===== config.mk =====
export PLATFORM = sky130hd
export DESIGN_NAME = x4_channel_readout
export DESIGN_NICKNAME = d
export VERILOG_FILES = /design/src/rtl/x4_readout_pkg.sv /design/src/rtl/x4_readout_ser.sv /design/src/rtl/x4_channel_readout.sv
export SDC_FILE = /design/constraint.sdc
export NUM_CORES = 1
export LEC_CHECK = 0
export ABC_AREA = 1
export CAP_MARGIN = 20
export CORE_ASPECT_RATIO = 1.5
export CORE_UTILIZATION = 49
export DETAILED_ROUTE_END_ITERATION = 10
export PLACE_DENSITY = 0.74
export SYNTH_ARGS = -nofsm -noshare
export SYNTH_HDL_FRONTEND = slang
export SYNTH_SLANG_ARGS = --single-unit

===== constraint.sdc =====
create_clock -name RDCLK -period 2.9 [get_ports RDCLK]
set_clock_uncertainty 0.05 [all_clocks]
set_input_delay 0.58 -clock RDCLK [delete_from_list [all_inputs] [get_ports RDCLK]]
set_output_delay 0.58 -clock RDCLK [all_outputs]
set_load 0.01 [all_outputs]

===== src/rtl/x4_readout_pkg.sv =====
// Shared definitions for the 4-channel capture-buffer readout: FSM state
// encoding, default frame header and the frame-length helper.
package x4_readout_pkg;

    localparam int NUM_CH = 4;

    localparam logic [15:0] HEADER_DEFAULT = 16'hA5A5;

    typedef enum logic [2:0] {
        ST_IDLE = 3'd0,
        ST_HDR  = 3'd1,
        ST_CNT  = 3'd2,
        ST_LOAD = 3'd3,
        ST_SEND = 3'd4,
        ST_SUM  = 3'd5,
        ST_DONE = 3'd6
    } state_t;

    // Stream words per frame: header, count, four words per sample set, checksum.
    function automatic int frame_words(input int depth);
        return 2 + NUM_CH * depth + 1;
    endfunction

endpackage


===== src/rtl/x4_readout_ser.sv =====
// 4:1 serializer for one captured sample set: selects the current channel
// word from the holding registers, steps the channel index on each accepted
// word and accumulates the running frame checksum.
module x4_readout_ser
    import x4_readout_pkg::*;
#(
    parameter int DW = 16
) (
    input  logic                 clk,
    input  logic                 rstn,
    input  logic                 clear,
    input  logic                 load,
    input  logic                 accept,
    input  logic [NUM_CH*DW-1:0] hold_flat,
    output logic [DW-1:0]        word,
    output logic                 last_word,
    output logic [DW-1:0]        checksum
);

    logic [1:0]    index_reg;
    logic [DW-1:0] checksum_reg;

    // Channel index restarts at A for every new sample set; checksum restarts per frame.
    always_ff @(posedge clk) begin
        if (!rstn) begin
            index_reg    <= '0;
            checksum_reg <= '0;
        end else begin
            if (clear) begin
                checksum_reg <= '0;
            end else if (accept) begin
                checksum_reg <= checksum_reg + word;
            end
            if (clear || load) begin
                index_reg <= '0;
            end else if (accept) begin
                index_reg <= index_reg + 2'd1;
            end
        end
    end

    assign word      = hold_flat[index_reg*DW +: DW];
    assign last_word = (index_reg == 2'(NUM_CH - 1));
    assign checksum  = checksum_reg;

endmodule


===== src/rtl/x4_channel_readout.sv =====
// Read-side sequencer for the 4-channel circular capture buffer. On START it
// walks every sample set once (one RENBL per set) and streams a framed word
// sequence: header, set count, A/B/C/D per set, then a 16-bit checksum.
module x4_channel_readout
    import x4_readout_pkg::*;
#(
    parameter int            DEPTH  = 512,
    parameter int            DW     = 16,
    parameter logic [DW-1:0] HEADER = DW'(HEADER_DEFAULT)
) (
    input  logic          RDCLK,
    input  logic          RSTN,
    input  logic          START,
    input  logic          WR_ACTIVE,
    input  logic [DW-1:0] DOUTA,
    input  logic [DW-1:0] DOUTB,
    input  logic [DW-1:0] DOUTC,
    input  logic [DW-1:0] DOUTD,
    output logic          RENBL,
    output logic [DW-1:0] TDATA,
    output logic          TVALID,
    input  logic          TREADY,
    output logic          TLAST,
    output logic          BUSY,
    output logic          DONE,
    output logic          ERR
);

    localparam int            CW         = $clog2(DEPTH + 1);
    localparam logic [CW-1:0] COUNT_LAST = CW'(DEPTH);
    localparam logic [DW-1:0] DEPTH_WORD = DW'(DEPTH);

    state_t                 state_reg, state_next;
    logic [CW-1:0]          count_reg, count_next;
    logic                   err_reg;
    logic [DW-1:0]          dout_bus [NUM_CH];
    logic [DW-1:0]          hold_reg [NUM_CH];
    logic [NUM_CH*DW-1:0]   hold_flat;
    logic                   start_ok;
    logic                   load_strobe;
    logic                   accept_strobe;
    logic [DW-1:0]          ser_word;
    logic                   ser_last;
    logic [DW-1:0]          ser_checksum;

    assign dout_bus[0] = DOUTA;
    assign dout_bus[1] = DOUTB;
    assign dout_bus[2] = DOUTC;
    assign dout_bus[3] = DOUTD;

    generate
        for (genvar gi = 0; gi < NUM_CH; gi++) begin : g_flat
            assign hold_flat[gi*DW +: DW] = hold_reg[gi];
        end
    endgenerate

    // A START that arrives while writing is still enabled never opens a frame.
    assign start_ok      = (state_reg == ST_IDLE) && START && !WR_ACTIVE;
    assign load_strobe   = (state_reg == ST_LOAD);
    assign accept_strobe = (state_reg == ST_SEND) && TREADY;

    // State, sample-set counter and sticky write-interlock error.
    always_ff @(posedge RDCLK) begin
        if (!RSTN) begin
            state_reg <= ST_IDLE;
            count_reg <= '0;
            err_reg   <= 1'b0;
        end else begin
            state_reg <= state_next;
            count_reg <= count_next;
            if (start_ok) begin
                err_reg <= 1'b0;
            end else if (BUSY && WR_ACTIVE) begin
                err_reg <= 1'b1;
            end
        end
    end

    // Holding registers sample the buffer's async data on the same edge it advances.
    always_ff @(posedge RDCLK) begin
        if (!RSTN) begin
            for (int i = 0; i < NUM_CH; i++) begin
                hold_reg[i] <= '0;
            end
        end else if (load_strobe) begin
            for (int i = 0; i < NUM_CH; i++) begin
                hold_reg[i] <= dout_bus[i];
            end
        end
    end

    // Next-state and stream outputs; every word-bearing state holds until accepted.
    always_comb begin
        state_next = state_reg;
        count_next = count_reg;
        RENBL      = 1'b0;
        TDATA      = '0;
        TVALID     = 1'b0;
        TLAST      = 1'b0;
        BUSY       = 1'b0;
        DONE       = 1'b0;
        case (state_reg)
            ST_IDLE: begin
                if (start_ok) begin
                    state_next = ST_HDR;
                    count_next = '0;
                end
            end
            ST_HDR: begin
                BUSY   = 1'b1;
                TVALID = 1'b1;
                TDATA  = HEADER;
                if (TREADY) state_next = ST_CNT;
            end
            ST_CNT: begin
                BUSY   = 1'b1;
                TVALID = 1'b1;
                TDATA  = DEPTH_WORD;
                if (TREADY) state_next = ST_LOAD;
            end
            ST_LOAD: begin
                BUSY       = 1'b1;
                RENBL      = 1'b1;
                count_next = count_reg + CW'(1);
                state_next = ST_SEND;
            end
            ST_SEND: begin
                BUSY   = 1'b1;
                TVALID = 1'b1;
                TDATA  = ser_word;
                if (TREADY && ser_last) begin
                    state_next = (count_reg == COUNT_LAST) ? ST_SUM : ST_LOAD;
                end
            end
            ST_SUM: begin
                BUSY   = 1'b1;
                TVALID = 1'b1;
                TLAST  = 1'b1;
                TDATA  = ser_checksum;
                if (TREADY) state_next = ST_DONE;
            end
            ST_DONE: begin
                DONE       = 1'b1;
                state_next = ST_IDLE;
            end
            default: state_next = ST_IDLE;
        endcase
    end

    assign ERR = err_reg;

    x4_readout_ser #(
        .DW (DW)
    ) u_ser (
        .clk       (RDCLK),
        .rstn      (RSTN),
        .clear     (start_ok),
        .load      (load_strobe),
        .accept    (accept_strobe),
        .hold_flat (hold_flat),
        .word      (ser_word),
        .last_word (ser_last),
        .checksum  (ser_checksum)
    );

endmodule


### After elaboration in Yosys (flattened, before gate mapping)

Memory sizes are Yosys's and may differ from the RTL's.
Cells that the tools add are included.

* $add $sub $neg: 3
* eq/ne operators: 13
* shift operators: 1
* mux-type cells: 22
* bitwise logic cells: 5
* reductions and logical operators: 15

Operators by type and width (count)
* 2-to-1 mux 16 bit: 4
* one-hot mux 16 bit (4 select lines): 1
* variable part select 64 x 7 -> 16 bit: 1
* one-hot mux 10 bit (2 select lines): 1
* 2-to-1 mux 3 bit: 6
* one-hot mux 3 bit (6 select lines): 1
* adder 16 bit: 1
* adder 10 x 1 -> 10 bit, second input constant: 1
* equality test 10 bit, second input constant: 1
* 2-to-1 mux 10 bit: 1
* equality test 3 bit, second input constant: 3
* 2-to-1 mux 1 bit: 8
* equality test 3 x 2 -> 1 bit, second input constant: 2
* != test 2 bit, second input constant: 3
* logical AND 1 bit: 5
* AND reduction 5 bit: 1
* OR reduction 5 bit: 1
* != test 2 x 1 -> 1 bit, second input constant: 2
* OR 1 bit: 4
* OR reduction 2 bit: 2
* OR reduction 4 bit: 1
* equality test 3 x 1 -> 1 bit, second input constant: 1
* zero test 3 bit: 1
* adder 2 x 1 -> 2 bit, second input constant: 1
* other kinds (6): 6

* register bits: 32
* RAM bits: 64
* bits of input ports: 69
* output and inout port bits: 22
* memories kept: 1

Memories
* hold_reg: depth 4, bits a word 16, read ports 4, clocked after memory_dff 0, wr ports 4, RTL line x4_channel_readout.sv:37 `logic [DW-1:0] hold_reg [NUM_CH];`

### Longest topological paths before layout

* depth in word-level cells: 5
* depth in mapped cells: 18

### Hierarchy

A second synthesis with hierarchy kept.

* cells, all modules: 788
* area, all modules: 5773.0 um^2

Modules (own cells, without submodules)
* x4_channel_readout: instances 1, cells an instance 410, area an instance 3673.5 um^2, sequential area each 2202.1 um^2
* x4_readout_ser: instances 1, cells an instance 378, area an instance 2099.5 um^2, sequential area each 360.3 um^2

### Worst setup path after synthesis

No wires, ideal clock.

* kind: in2reg
* from: in RSTN
* to: reg u_ser.index_reg[1]
* setup time: 70 ps
* data arrival time: 2621 ps
* data required time: 2780 ps
* setup slack: 159 ps
* stages on the path: 5
* cell sequence: clkbuf_1 > nand2_1 > nor2_1 > o21ai_0 > a21oi_1

* cells in the longest elaborated chain, start to end: 2

RTL lines
* from (decl): RTL line x4_channel_readout.sv:12 `input logic RSTN,`
* inverter 1 bit (no line)
* OR reduction 2 bit (no line)
* to (signal assigned): RTL line x4_readout_ser.sv:37 `index_reg <= index_reg + 2'd1;`
* to (decl): RTL line x4_readout_ser.sv:20 `logic [1:0] index_reg;`

Every way passes these cells.
A chain may end at the register's enable or synchronous reset.

### Worst setup path after layout

* from: reg state_reg[1]
* to: out TDATA[7]

* cells in the longest elaborated chain, start to end: 2
* elaborated cells on any way between the ends: 5

RTL lines
* from (decl): RTL line x4_channel_readout.sv:33 `state_t state_reg, state_next;`
* from (signal assigned): RTL line x4_channel_readout.sv:69 `state_reg <= state_next;`
* equality test 3 bit, or another cell as far along: RTL line x4_channel_readout.sv:102 `case (state_reg)`
* one-hot mux 16 bit (4 select lines) *: RTL line x4_channel_readout.sv:102
* to (decl): RTL line x4_channel_readout.sv:20 `output logic [DW-1:0] TDATA,`

Mark *: on every way between the ends. The rest lies on a longest branch, timed or not.

==> results.ini <==
[synth]
synth_top_area_frac = 0.339
seq_area_frac_synth = 0.453
syn-num-nets = 841
ys_seq_elements = 96
synth_edf_count = 64
synth_cell_types = 39
synthTopCellsByArea = edfxtp_1 (34%), dfxtp_1 (11%), nand2_1 (9.7%)
yosys_warnings = 0
synth-main-ff-cell = edfxtp_1
syn_area_per_cell_um2 = 7.54
syn_area_um2 = 5660
async_flop_share = 0
netlist_instances = 751
yosysTopAreaCell = edfxtp_1

[detailed_routing]
drtAntennaViolNets = 0
dr.pass1.iters = 6
viasPerCell = 5.13
drt_iter0_markers = 297
dr_total_vias = 5079
wire_per_inst_um = 13.7
drc = 0
routed_wl_um = 13600

[cells_and_area]
stdcell_count = 991
fin_util = 0.642
largest_register_ff_count = 64
n_antenna_cell = 0
drive_gt1_frac = 0.0782
fillers = 912
nets = 929
syn_to_final_growth_pct = 26.1

[floorplan]
initial_core_util = 0.509
dieArea_um2 = 12000
boundaryPins = 91
die_h_um = 134
coreArea_um2 = 11100
num_rows = 47
die_w_um = 89.8

[timing]
fin_crit_sh = 0.971
tightest_slew_ns = 0.548
final_max_slew_viol_count = 0
relSlewSlack = 0.634
fmax_ghz = 0.355
hold_violations = 0
fin_ws_ns = 0.0855
setup_viol = 0
finalCriticalPeriod_ns = 2.81

[worst_setup_path]
cp.arrival_ns = 2.18
cp-end-kind = primary output
critPathMaxFanout = 17
startpoint_type = flip-flop
reg2reg_to = u_ser.checksum[8]$_SDFFE_PP0P_
critPathKind = flip-flop to primary output
r2r_setup_slack_ns = 0.30
reg2reg_depth = 14
required_ns = 2.27
r2r-start = u_ser.index_reg[1]$_SDFFE_PP0P_

[placed_design]
pre_cts_slack_ns = 0.288
gp_congestion = 0.893
placed_cells = 972
post-dp-hpwl_um = 9960
port_buffers = 90

[min_path]
min_to = ERR$_SDFFE_PP0P_
worstHoldStart = ERR$_SDFFE_PP0P_
hold_path.class = flip-flop to flip-flop
min_path_cells = 2

[grt]
grt_start_max_net_pins = 65
first_global_vias = 4971
grt_pass1_wl_um = 22700
antenna_found_initial = 0
grt_remaining_overflow = 0
grtUsageTotal = 0.238

[power]
power_w = 0.00367
p_per_area_nw_per_um2 = 514
vdd_drop_max_mv = 0.325
power_leakage_nw = 3.27

[clocking]
clock_sinks = 96
cts_htree_levels = 3
clockBufferDepth = 2
clock-root-buffer = clkbuf_16
cts_tree = yes
clk_pin_slew_ns = 0.07
clk_latency_ns = 0.35
ctsHoldBuffers = 0
cts_buffers = 9

[status]
outcome = completed

[job]
cap_violations = 0

==> report_power, final <==
part	switching, W	total (W)	internal [W]
logic	0.000459	0.000777	0.000318
clock network	0.000535	0.00130	0.000763
registers	0.0000422	0.00159	0.00155
==> synth_stat cells, drive strengths merged, types with 2 or more instances <==
master  count
or2         2
dfxtp      32
inv       150
nor2      120
nor3        9
o211ai      3
o22ai      14
ha         20
nand4       6
edfxtp     64
o21ai      52
o21a        9
buf        20
xor2        2
a21oi      43
nand3      40
nand2     153
clkbuf      4
==> final cells by class <==
type	count	area [um2]	area share
multi-input cells	481	2470	0.346
flip-flops and latches	96	2560	0.359
inverters	150	572	0.0801
well taps	147	184	0.0258
repair buffers	101	1030	0.144
clock buffers	10	229	0.0321
clock inverters	6	93.8	0.0131
==> critical path, cell delays in order (launching register included) <==
cell and delay, ns:
dfxtp_1 0.37, inv_2 0.14, nand2_2 0.13, nor2_2 0.15
nor3_4 0.05, buf_4 0.20, a21oi_1 0.21, clkdlybuf4s50_1 0.57
==> kinds of logic (layout without fill, tap and decap cells) <==
| family | Yosys count | count (layout) | share of synthesized area |
|---|---|---|---|
| simple gates | 332 | 332 | 0.248 |
| buf+inv | 174 | 267 | 0.125 |
| compound gates | 125 | 125 | 0.123 |
| flops | 96 | 96 | 0.453 |
| fa+ha+maj | 21 | 21 | 0.0477 |
| xor+xnor | 3 | 3 | 0.00464 |
==> per-stage QoR <==
| step | hold slack (ns) | cell area, um2 | setup TNS [ns] |
|---|---|---|---|
| final | 0.430 | 7140 | 0 |
| after global routing | 0.482 | 7140 | -0.000618 |
| after CTS | 0.442 | 7020 | -0.0230 |
| after detailed placement | 0.426 | 6690 | 0 |
| after global placement | 0.415 | 6690 | 0 |
| after floorplan | 0.406 | 5660 | 0 |
==> worst max-delay path by stage <==
| stage | startpoint | end |
|---|---|---|
| after floorplan | RSTN | u_ser.index_reg[1]$_SDFFE_PP0P_ |
| after global placement | state_reg[2]$_SDFFE_PN0P_ | TDATA[7] |
| after detailed placement | u_ser.index_reg[1]$_SDFFE_PP0P_ | u_ser.checksum[8]$_SDFFE_PP0P_ |
| after CTS | state_reg[2]$_SDFFE_PN0P_ | TDATA[9] |
| after global routing | u_ser.index_reg[0]$_SDFFE_PP0P_ | TDATA[1] |
| final | state_reg[1]$_SDFFE_PN0P_ | TDATA[7] |
==> layout by cell type, fill, tap and decap left out, types with 4 or more instances in the layout <==
cell               n
o22ai_2           10
nor3_1             8
nand2_2            7
clkdlybuf4s50_1   90
edfxtp_1          64
o21ai_0           50
nand3_1           39
o22ai_1            4
ha_1              20
nor2_1           115
inv_2              6
clkbuf_16          9
buf_4              6
nand2_1          144
inv_1            142
dfxtp_1           31
nand4_1            6
o21a_1             9
a21oi_1           41
==> what timing repair did <==
action / CTS / global route
pin swaps: 0 / 3
gates cloned: 0 / 0
resized for setup: 2 / 18
buffers inserted: 0 / 3
endpoints found under the setup margin: 9 / 17
==> per-layer routing <==
metal | global-route usage | wire, um | vias to the layer above
met4 | 0.118 | 486 | 0
met1 | 0.277 | 5540 | 2311
met5 | 0 | 0 | -
li1 | - | - | 2571
met2 | 0.422 | 7020 | 160
met3 | 0.0388 | 547 | 37
No activity file was read; power rests on OpenSTA's default activity.
